### src/rtl/gpu_noc_pkg.sv
// Shared definitions for the GPU network-on-chip network interface.
// Holds the flit geometry, the dest/payload field positions, the default
// broadcast ID and small helpers for field extraction and saturating counts.
// No ports (package).
package gpu_noc_pkg;

  localparam int FLIT_W    = 16;
  localparam int DEST_W    = 6;
  localparam int PAYLOAD_W = 10;

  // Field slices inside a flit: [15:10] dest, [9:0] payload
  localparam int DEST_MSB    = FLIT_W - 1;
  localparam int DEST_LSB    = FLIT_W - DEST_W;
  localparam int PAYLOAD_MSB = PAYLOAD_W - 1;
  localparam int PAYLOAD_LSB = 0;

  localparam logic [DEST_W-1:0] BCAST_ID_DEFAULT = 6'h3F;
  localparam logic [15:0]       COUNT_MAX        = 16'hFFFF;

  function automatic logic [DEST_W-1:0] flit_dest(input logic [FLIT_W-1:0] flit);
    return flit[DEST_MSB:DEST_LSB];
  endfunction

  function automatic logic [PAYLOAD_W-1:0] flit_payload(input logic [FLIT_W-1:0] flit);
    return flit[PAYLOAD_MSB:PAYLOAD_LSB];
  endfunction

  // Counters stick at all-ones instead of wrapping back to zero
  function automatic logic [15:0] sat_inc(input logic [15:0] count);
    return (count == COUNT_MAX) ? count : count + 16'd1;
  endfunction

endpackage

### src/rtl/ni_fifo.sv
// First-word-through FIFO used for both the TX and RX paths of the NI.
// The head entry is presented combinationally, so a write becomes visible
// on head the cycle after it is clocked in.
// Ports:
//   clk        clock
//   rst_n      synchronous active-low reset (empties the FIFO)
//   push       write push_data when not full
//   push_data  entry to write
//   pop        drop the head entry when not empty
//   head       current head entry (reads zero when empty)
//   full       DEPTH entries held
//   empty      no entries held
module ni_fifo
  import gpu_noc_pkg::*;
#(
  parameter int WIDTH = FLIT_W,
  parameter int DEPTH = 4
) (
  input  logic             clk,
  input  logic             rst_n,
  input  logic             push,
  input  logic [WIDTH-1:0] push_data,
  input  logic             pop,
  output logic [WIDTH-1:0] head,
  output logic             full,
  output logic             empty
);

  localparam int AW = (DEPTH > 1) ? $clog2(DEPTH) : 1;
  localparam logic [AW:0] PTR_ONE = {{AW{1'b0}}, 1'b1};

  logic [WIDTH-1:0] mem [DEPTH];
  // One extra pointer bit tells full apart from empty when the indices match
  logic [AW:0]      wr_ptr;
  logic [AW:0]      rd_ptr;
  logic             do_push;
  logic             do_pop;

  assign empty   = (wr_ptr == rd_ptr);
  assign full    = (wr_ptr[AW] != rd_ptr[AW]) && (wr_ptr[AW-1:0] == rd_ptr[AW-1:0]);
  assign do_push = push && !full;
  assign do_pop  = pop && !empty;
  assign head    = empty ? '0 : mem[rd_ptr[AW-1:0]];

  // Storage carries no reset; validity is tracked purely by the pointers
  always_ff @(posedge clk) begin
    if (do_push) begin
      mem[wr_ptr[AW-1:0]] <= push_data;
    end
  end

  // Pointers wrap naturally because DEPTH is a power of two
  always_ff @(posedge clk) begin
    if (!rst_n) begin
      wr_ptr <= '0;
      rd_ptr <= '0;
    end else begin
      if (do_push) wr_ptr <= wr_ptr + PTR_ONE;
      if (do_pop)  rd_ptr <= rd_ptr + PTR_ONE;
    end
  end

endmodule

### src/rtl/gpu_noc_ni.sv
// Network interface between a GPU core and a NoC router.
// GPU flits are buffered in a TX FIFO and sent to the router, except flits
// addressed to this node, which loop back into the RX FIFO. Router flits
// addressed to this node or to the broadcast ID are buffered in the RX FIFO
// and delivered to the GPU; all others are dropped and counted.
// Ports:
//   ACLK, ARESETn                  clock, synchronous active-low reset
//   gpu_tx_data/valid/ready        GPU -> NI flit channel
//   gpu_rx_data/valid/ready        NI -> GPU flit channel
//   noc_tx_data/valid/ready        NI -> router flit channel
//   noc_rx_data/valid/ready        router -> NI flit channel
//   tx_count, rx_count, drop_count saturating flit counters
module gpu_noc_ni
  import gpu_noc_pkg::*;
#(
  parameter logic [DEST_W-1:0] NODE_ID  = 6'd27,
  parameter int                TX_DEPTH = 4,
  parameter int                RX_DEPTH = 4,
  parameter logic [DEST_W-1:0] BCAST_ID = BCAST_ID_DEFAULT
) (
  input  logic              ACLK,
  input  logic              ARESETn,
  input  logic [FLIT_W-1:0] gpu_tx_data,
  input  logic              gpu_tx_valid,
  output logic              gpu_tx_ready,
  output logic [FLIT_W-1:0] gpu_rx_data,
  output logic              gpu_rx_valid,
  input  logic              gpu_rx_ready,
  output logic [FLIT_W-1:0] noc_tx_data,
  output logic              noc_tx_valid,
  input  logic              noc_tx_ready,
  input  logic [FLIT_W-1:0] noc_rx_data,
  input  logic              noc_rx_valid,
  output logic              noc_rx_ready,
  output logic [15:0]       tx_count,
  output logic [15:0]       rx_count,
  output logic [15:0]       drop_count
);

  logic              rst_done;
  logic [FLIT_W-1:0] tx_head;
  logic              tx_full;
  logic              tx_empty;
  logic              tx_push;
  logic              tx_pop;
  logic [FLIT_W-1:0] rx_head;
  logic              rx_full;
  logic              rx_empty;
  logic              rx_push;
  logic [FLIT_W-1:0] rx_push_data;
  logic              head_local;
  logic              noc_tx_fire;
  logic              noc_rx_fire;
  logic              noc_rx_match;
  logic              noc_rx_write;
  logic              noc_rx_drop;
  logic              loopback_move;
  logic              gpu_rx_fire;

  // Holds the ready/valid outputs low while reset is sampled, so they rise
  // only in the first cycle after ARESETn is seen high
  always_ff @(posedge ACLK) begin
    if (!ARESETn) begin
      rst_done <= 1'b0;
    end else begin
      rst_done <= 1'b1;
    end
  end

  // A head addressed to this node never goes to the router; broadcast
  // flits are excluded so they always leave through the NoC
  assign head_local = !tx_empty && (flit_dest(tx_head) == NODE_ID) &&
                      (flit_dest(tx_head) != BCAST_ID);

  assign gpu_tx_ready = rst_done && !tx_full;
  assign noc_rx_ready = rst_done && !rx_full;
  assign noc_tx_valid = rst_done && !tx_empty && !head_local;
  assign noc_tx_data  = noc_tx_valid ? tx_head : '0;
  assign gpu_rx_valid = rst_done && !rx_empty;
  assign gpu_rx_data  = gpu_rx_valid ? rx_head : '0;

  assign tx_push      = gpu_tx_valid && gpu_tx_ready;
  assign noc_tx_fire  = noc_tx_valid && noc_tx_ready;
  assign noc_rx_fire  = noc_rx_valid && noc_rx_ready;
  assign gpu_rx_fire  = gpu_rx_valid && gpu_rx_ready;

  assign noc_rx_match = (flit_dest(noc_rx_data) == NODE_ID) ||
                        (flit_dest(noc_rx_data) == BCAST_ID);
  assign noc_rx_write = noc_rx_fire && noc_rx_match;
  assign noc_rx_drop  = noc_rx_fire && !noc_rx_match;

  // The RX FIFO has a single write port: a router write takes priority and
  // the loopback head simply stays in the TX FIFO to retry next cycle
  assign loopback_move = rst_done && head_local && !rx_full && !noc_rx_write;

  assign tx_pop       = noc_tx_fire || loopback_move;
  assign rx_push      = noc_rx_write || loopback_move;
  assign rx_push_data = noc_rx_write ? noc_rx_data : tx_head;

  ni_fifo #(
    .WIDTH (FLIT_W),
    .DEPTH (TX_DEPTH)
  ) u_tx_fifo (
    .clk       (ACLK),
    .rst_n     (ARESETn),
    .push      (tx_push),
    .push_data (gpu_tx_data),
    .pop       (tx_pop),
    .head      (tx_head),
    .full      (tx_full),
    .empty     (tx_empty)
  );

  ni_fifo #(
    .WIDTH (FLIT_W),
    .DEPTH (RX_DEPTH)
  ) u_rx_fifo (
    .clk       (ACLK),
    .rst_n     (ARESETn),
    .push      (rx_push),
    .push_data (rx_push_data),
    .pop       (gpu_rx_fire),
    .head      (rx_head),
    .full      (rx_full),
    .empty     (rx_empty)
  );

  // Flit statistics, each saturating at all-ones
  always_ff @(posedge ACLK) begin
    if (!ARESETn) begin
      tx_count   <= '0;
      rx_count   <= '0;
      drop_count <= '0;
    end else begin
      if (noc_tx_fire) tx_count   <= sat_inc(tx_count);
      if (gpu_rx_fire) rx_count   <= sat_inc(rx_count);
      if (noc_rx_drop) drop_count <= sat_inc(drop_count);
    end
  end

endmodule

### config.mk
export PLATFORM = sky130hd
export DESIGN_NAME = gpu_noc_ni
export DESIGN_NICKNAME = d
export VERILOG_FILES = /design/src/rtl/gpu_noc_pkg.sv /design/src/rtl/ni_fifo.sv /design/src/rtl/gpu_noc_ni.sv
export SDC_FILE = /design/constraint.sdc
export NUM_CORES = 1
export LEC_CHECK = 0
export CAP_MARGIN = 20
export CORE_ASPECT_RATIO = 0.8
export CORE_MARGIN = 3
export CORE_UTILIZATION = 55
export DETAILED_ROUTE_END_ITERATION = 16
export PLACE_DENSITY = 0.81
export SYNTH_ARGS = -nofsm -noshare
export SYNTH_HDL_FRONTEND = slang
export SYNTH_SLANG_ARGS = --single-unit
### constraint.sdc
create_clock -name ACLK -period 4 [get_ports ACLK]
set_input_delay 0.8 -clock ACLK [delete_from_list [all_inputs] [get_ports ACLK]]
set_output_delay 0.8 -clock ACLK [all_outputs]
set_load 0.02 [all_outputs]
# After elaboration in Yosys (flattened, before gate mapping)
# Memories as Yosys holds them, arrays and structs flattened. A register that Yosys moved wholly into a read port is not among the register bits.
# Index checks and enable logic that the tools add are counted.
[word_totals] in_bits=38 out_inout_bits=84 word_cells=82 mem_count=2 reg_bits=61 mem_bits_rw=128
[classes] bitwise_logic=3 mux=14 n_reduce_logical=35 add_sub_neg=7 eq_ne=13
[mem_list] name="u_rx_fifo.mem" words=4 width=16 read_ports=1 rd_clocked_by_memory_dff=1 write_ports=1 line_no="ni_fifo.sv:32" rtl="logic [WIDTH-1:0] mem [DEPTH];"
[mem_list] name="u_tx_fifo.mem" words=4 width=16 read_ports=1 rd_clocked_by_memory_dff=1 write_ports=1 line_no="ni_fifo.sv:32"
[op_table] op="two-way mux 16 bit" n=5
[op_table] op="adder 16 x 1 -> 16 bit (second input constant)" n=3
[op_table] op="== test 16 bit (second input constant)" n=3
[op_table] op="logical AND 1 bit" n=22
[op_table] op="adder 3 x 1 -> 3 bit (second input constant)" n=4
[op_table] op="== test 6 x 5 -> 1 bit (second input constant)" n=2
[op_table] op="two-way mux 2 bit" n=4
[op_table] op="logical NOT 1 bit" n=7
[op_table] op="== test 3 bit" n=2
[op_table] op="== test 6 bit (second input constant)" n=1
[op_table] op="!= test 6 bit (second input constant)" n=1
[op_table] op="AND reduction 2 bit" n=3
[op_table] op="two-way mux 1 bit" n=5
[op_table] op="== test 2 bit" n=2
[op_table] op="logical OR 1 bit" n=3
[op_table] op="inverter 1 bit" n=3
[op_table] op="!= test 1 bit" n=2

# Logic depth before layout (Yosys ltp)
[logic_depth] depth_word=12 ltp_mapped=8 mapped_depth_nobuf=6

# Modules after synthesis
# From an unflattened synthesis, not the netlist that was laid out.
[unflattened] cells_unflattened=679 area_unflattened_um2=9361.5
[modules_own_cells] module="ni_fifo" area_per_inst_um2=3140.5 cells_per_inst=170 n_inst=2
[modules_own_cells] module="gpu_noc_ni" area_per_inst_um2=3080.5 cells_per_inst=339 n_inst=1

# Least setup slack after synthesis
# Ideal clock, no wire load.
[synth_timing] path_type="register to register" startpoint="register (tool-made name)" endpoint="memory u_rx_fifo.mem[0][0] (netlist name), enable pin" slack_ns=1.112 path_stages_with_launch=7 synth_period_minus_slack_ns=2.888 setup_time_ns=0.390 n_path_buf=1 required_time_ns=3.610 t_arrival_ns=2.498 path_cell_list="dfxtp_1 > buf_6 > mux4_2 > nand2b_1 > nor3_2 > a21oi_1 > nor2b_1"
[synth_rtl] item="end: declaration" line_no="ni_fifo.sv:32"

==> out/metrics.yaml <==
period_minus_slack_ns: 3.75
die_y_um: 117
coreArea_um2: 14700
power.leakage_nw: 3.46
hpwl_mm: 13.1
r2r_end: "u_rx_fifo.mem[2][2]"
dp.cells: 951
multi_input_area_um2: 3110
cts_tree: "built"
cts.clk_slew.worst_paths_ns: 0.07
layoutNonFillerInstCount: 983
pin_count: 122
drive_above_1_share: 0.116
nets: 816
peakVddDrop_mv: 0.481
endpoint_kind: "primary output"
cap_violations: 0
ys.warnings.count: 0
fin_util: 0.713
cp.required_ns: 3.20
ant_nets: 0
max_freq_mhz: 266
max-slew-margin-rel: 0.333
rsz0062_at_grt: "false"
wirelength_mm: 18.5
ys_ff_latch: 193
startpoint_type: "flop"
synth_compound_area_frac: 0.0895
num_antenna_cells: 0
gp_congestion: 0.817
worstPathArrival_ns: 2.95
cts_hold_buf: 0
hold_class: "reg2reg"
root_buffer: "clkbuf_16"
critical_path_class: "reg2out"
grt_max_degree: 33
numCtsBuffers: 17
async_flop_share: 0
grt_pass1_wl_mm: 29.5
regArea_um2: 5150
yosys.area_share.adder: 0.0192
synth.distinct_cells: 55
reg2reg_slack_ns: 1.26
hold_violations: 0
tightest_slew_ns: 0.992
syn-cell-area_um2: 8470
track_usage: 0.227
clk_latency_ns: 0.43
crit_cells: 6
power_density_nw_per_um2: 392
setup_viol: 0
die_x_um: 145
worst_path_dominant_cell_family: "buffers and inverters"
critical_path.slowest_cell: "mux4_2"
grt_pass1_vias: 5737
grt_remaining_overflow: 0
timing.final.ws_setup_ns: 0.247
vias: 5796
synth_top_family_by_area: "simple AND/OR/NAND/NOR gates"
numPortBuffers: 121
fillers: 987
vias_per_cell: 5.90
crit_path_max_incr_delay_ns: 0.56
cts_setup_buffers: 0
area_delta_synth_final_pct: 23.6
syn-num-nets: 697
dieArea_um2: 16900
crit_fanout: 15
wl_per_cell_um: 18.8
drc: 0
clock_sinks: 193
antenna_found_initial: 0
status: "completed"
dr.pass1.iters: 7
cts_buffer_depth: 2
htreeDepth: 4
tns_ns: 0
num_rows: 39
timing.final.max_slew_violations: 0
initial_core_util: 0.577
yosys.area_share.simple: 0.139
worst-r2r-cell-count: 6
cp.buffers_inverters: 2
synth_xor_area_frac: 0.0193
drt-initial-drc-count: 339
pre_cts_slack_ns: 0.518
avgSynthCellArea_um2: 13.1
ys_seq_area_frac: 0.607
crit_chain: "mux4_2, nand2b_1, o31ai_4, inv_1, and2_1, clkdlybuf4s50_1"
synth_edf_count: 128
crit_path_end: "noc_tx_data[13]"
skew_ns: 0.00982
ys.flop_type: "edfxtp_1"
cts_resized: 0
netlist_instances: 646
synthMuxAreaShare: 0.0992
period_share: 0.938
## metrics by stage
step                      power [mW]  hold slack [ns]  instance area, um2
after floorplan                 2.39            0.479                8470
after global placement          2.50            0.471                9900
after detailed placement        2.52            0.489                9900
after CTS                       4.12            0.506               10500
after global routing            4.24            0.529               10500
final                           4.10            0.504               10500
## layout make-up
class	instances	share of cell area
sequential	193	0.492
multi-input combinational	400	0.297
timing repair buffer	135	0.126
clock buffer	18	0.0410
tap	205	0.0245
clock inverter	14	0.0134
inverter	18	0.00645
## where the power goes
part	switching (mW)	total (mW)	internal, mW
combinational	0.175	0.300	0.125
sequential	0.0148	2.18	2.16
clock	0.792	1.62	0.832
total	0.981	4.10	3.12
## routing by layer
| layer | wire length, um | GRT usage |
|---|---|---|
| met3 | 1100 | 0.0487 |
| met1 | 7670 | 0.300 |
| met4 | 176 | 0.0684 |
| met2 | 9580 | 0.383 |
| met5 | 0 | 0 |
## how the worst min path moves through the flow
| stage | from | to | slack (ns) | cells past startpoint |
|---|---|---|---|---|
| detailed placement | tx_count[11] | tx_count[11] | 0.49 | 2 |
| global route | tx_count[15] | tx_count[15] | 0.53 | 2 |
| CTS | tx_count[15] | tx_count[15] | 0.51 | 2 |
| floorplan | u_tx_fifo.rd_ptr[2] | u_tx_fifo.rd_ptr[2] | 0.48 | 2 |
| global placement | drop_count[4] | drop_count[4] | 0.47 | 2 |
| finish | drop_count[4] | drop_count[4] | 0.50 | 2 |
## kinds of logic after synthesis
group | count (synthesis)
AND/OR/NAND/NOR | 211
multiplexers | 44
adder cells (fa/ha/maj) | 13
XOR/XNOR | 17
AO/OA/AOI/OAI | 115
buffers and inverters | 53
flip-flops | 193
## layout by cell type (no fill, tap or decap), types with 19 or more instances in the layout
cell               n
o31ai_1           26
edfxtp_1         128
mux4_2            32
and2_1            19
a21oi_1           38
nor2b_1           21
or4_1             24
o21ai_0           23
clkdlybuf4s50_1  121
dfxtp_1           63
nand2_1           56
## cells in the mapped netlist (2+ instances only)
cell / instances / area, um2
or3_1: 16 / 100
o211ai_1: 3 / 22.5
buf_4: 2 / 15.0
nand3b_1: 3 / 22.5
edfxtp_1: 128 / 3840
xor2_2: 2 / 32.5
ha_1: 13 / 163
or4_1: 24 / 180
o31ai_2: 2 / 25.0
mux4_2: 32 / 721
o31a_1: 3 / 26.3
o21ai_0: 23 / 115
nand4_1: 10 / 62.6
nor4_1: 2 / 12.5
nor2_1: 16 / 60.1
a21o_1: 3 / 22.5
xor2_1: 10 / 87.6
buf_2: 6 / 30.0
a21oi_1: 38 / 190
a41o_1: 2 / 20.0
clkbuf_1: 25 / 93.8
and4_1: 6 / 52.6
inv_1: 18 / 67.6
nor2b_1: 21 / 131
and2_1: 19 / 119
dfxtp_1: 65 / 1300
nand2b_1: 6 / 37.5
nand2_1: 56 / 210
mux2i_1: 12 / 120
a22o_1: 2 / 17.5
and3_1: 10 / 62.6
nand3_1: 15 / 75.1
o31ai_1: 27 / 203
xnor2_1: 5 / 43.8
## registers in the layout, indices dropped and copies added (netlist names), named ones only
name and cells:
u_tx_fifo.wr_ptr 3, u_rx_fifo.rd_ptr 3, u_tx_fifo.rd_ptr 3, rx_count 16, rst_done 1, u_tx_fifo.mem 64
drop_count 16, u_rx_fifo.wr_ptr 3, tx_count 16, u_rx_fifo.mem 64
## worst min-delay path: cells and delay by family (launching register included)
kind,cells,cell delay (ns)
DFF,1,0.33
AOI/OAI and AO/OA,2,0.13
(Power assumes the default switching activity.)
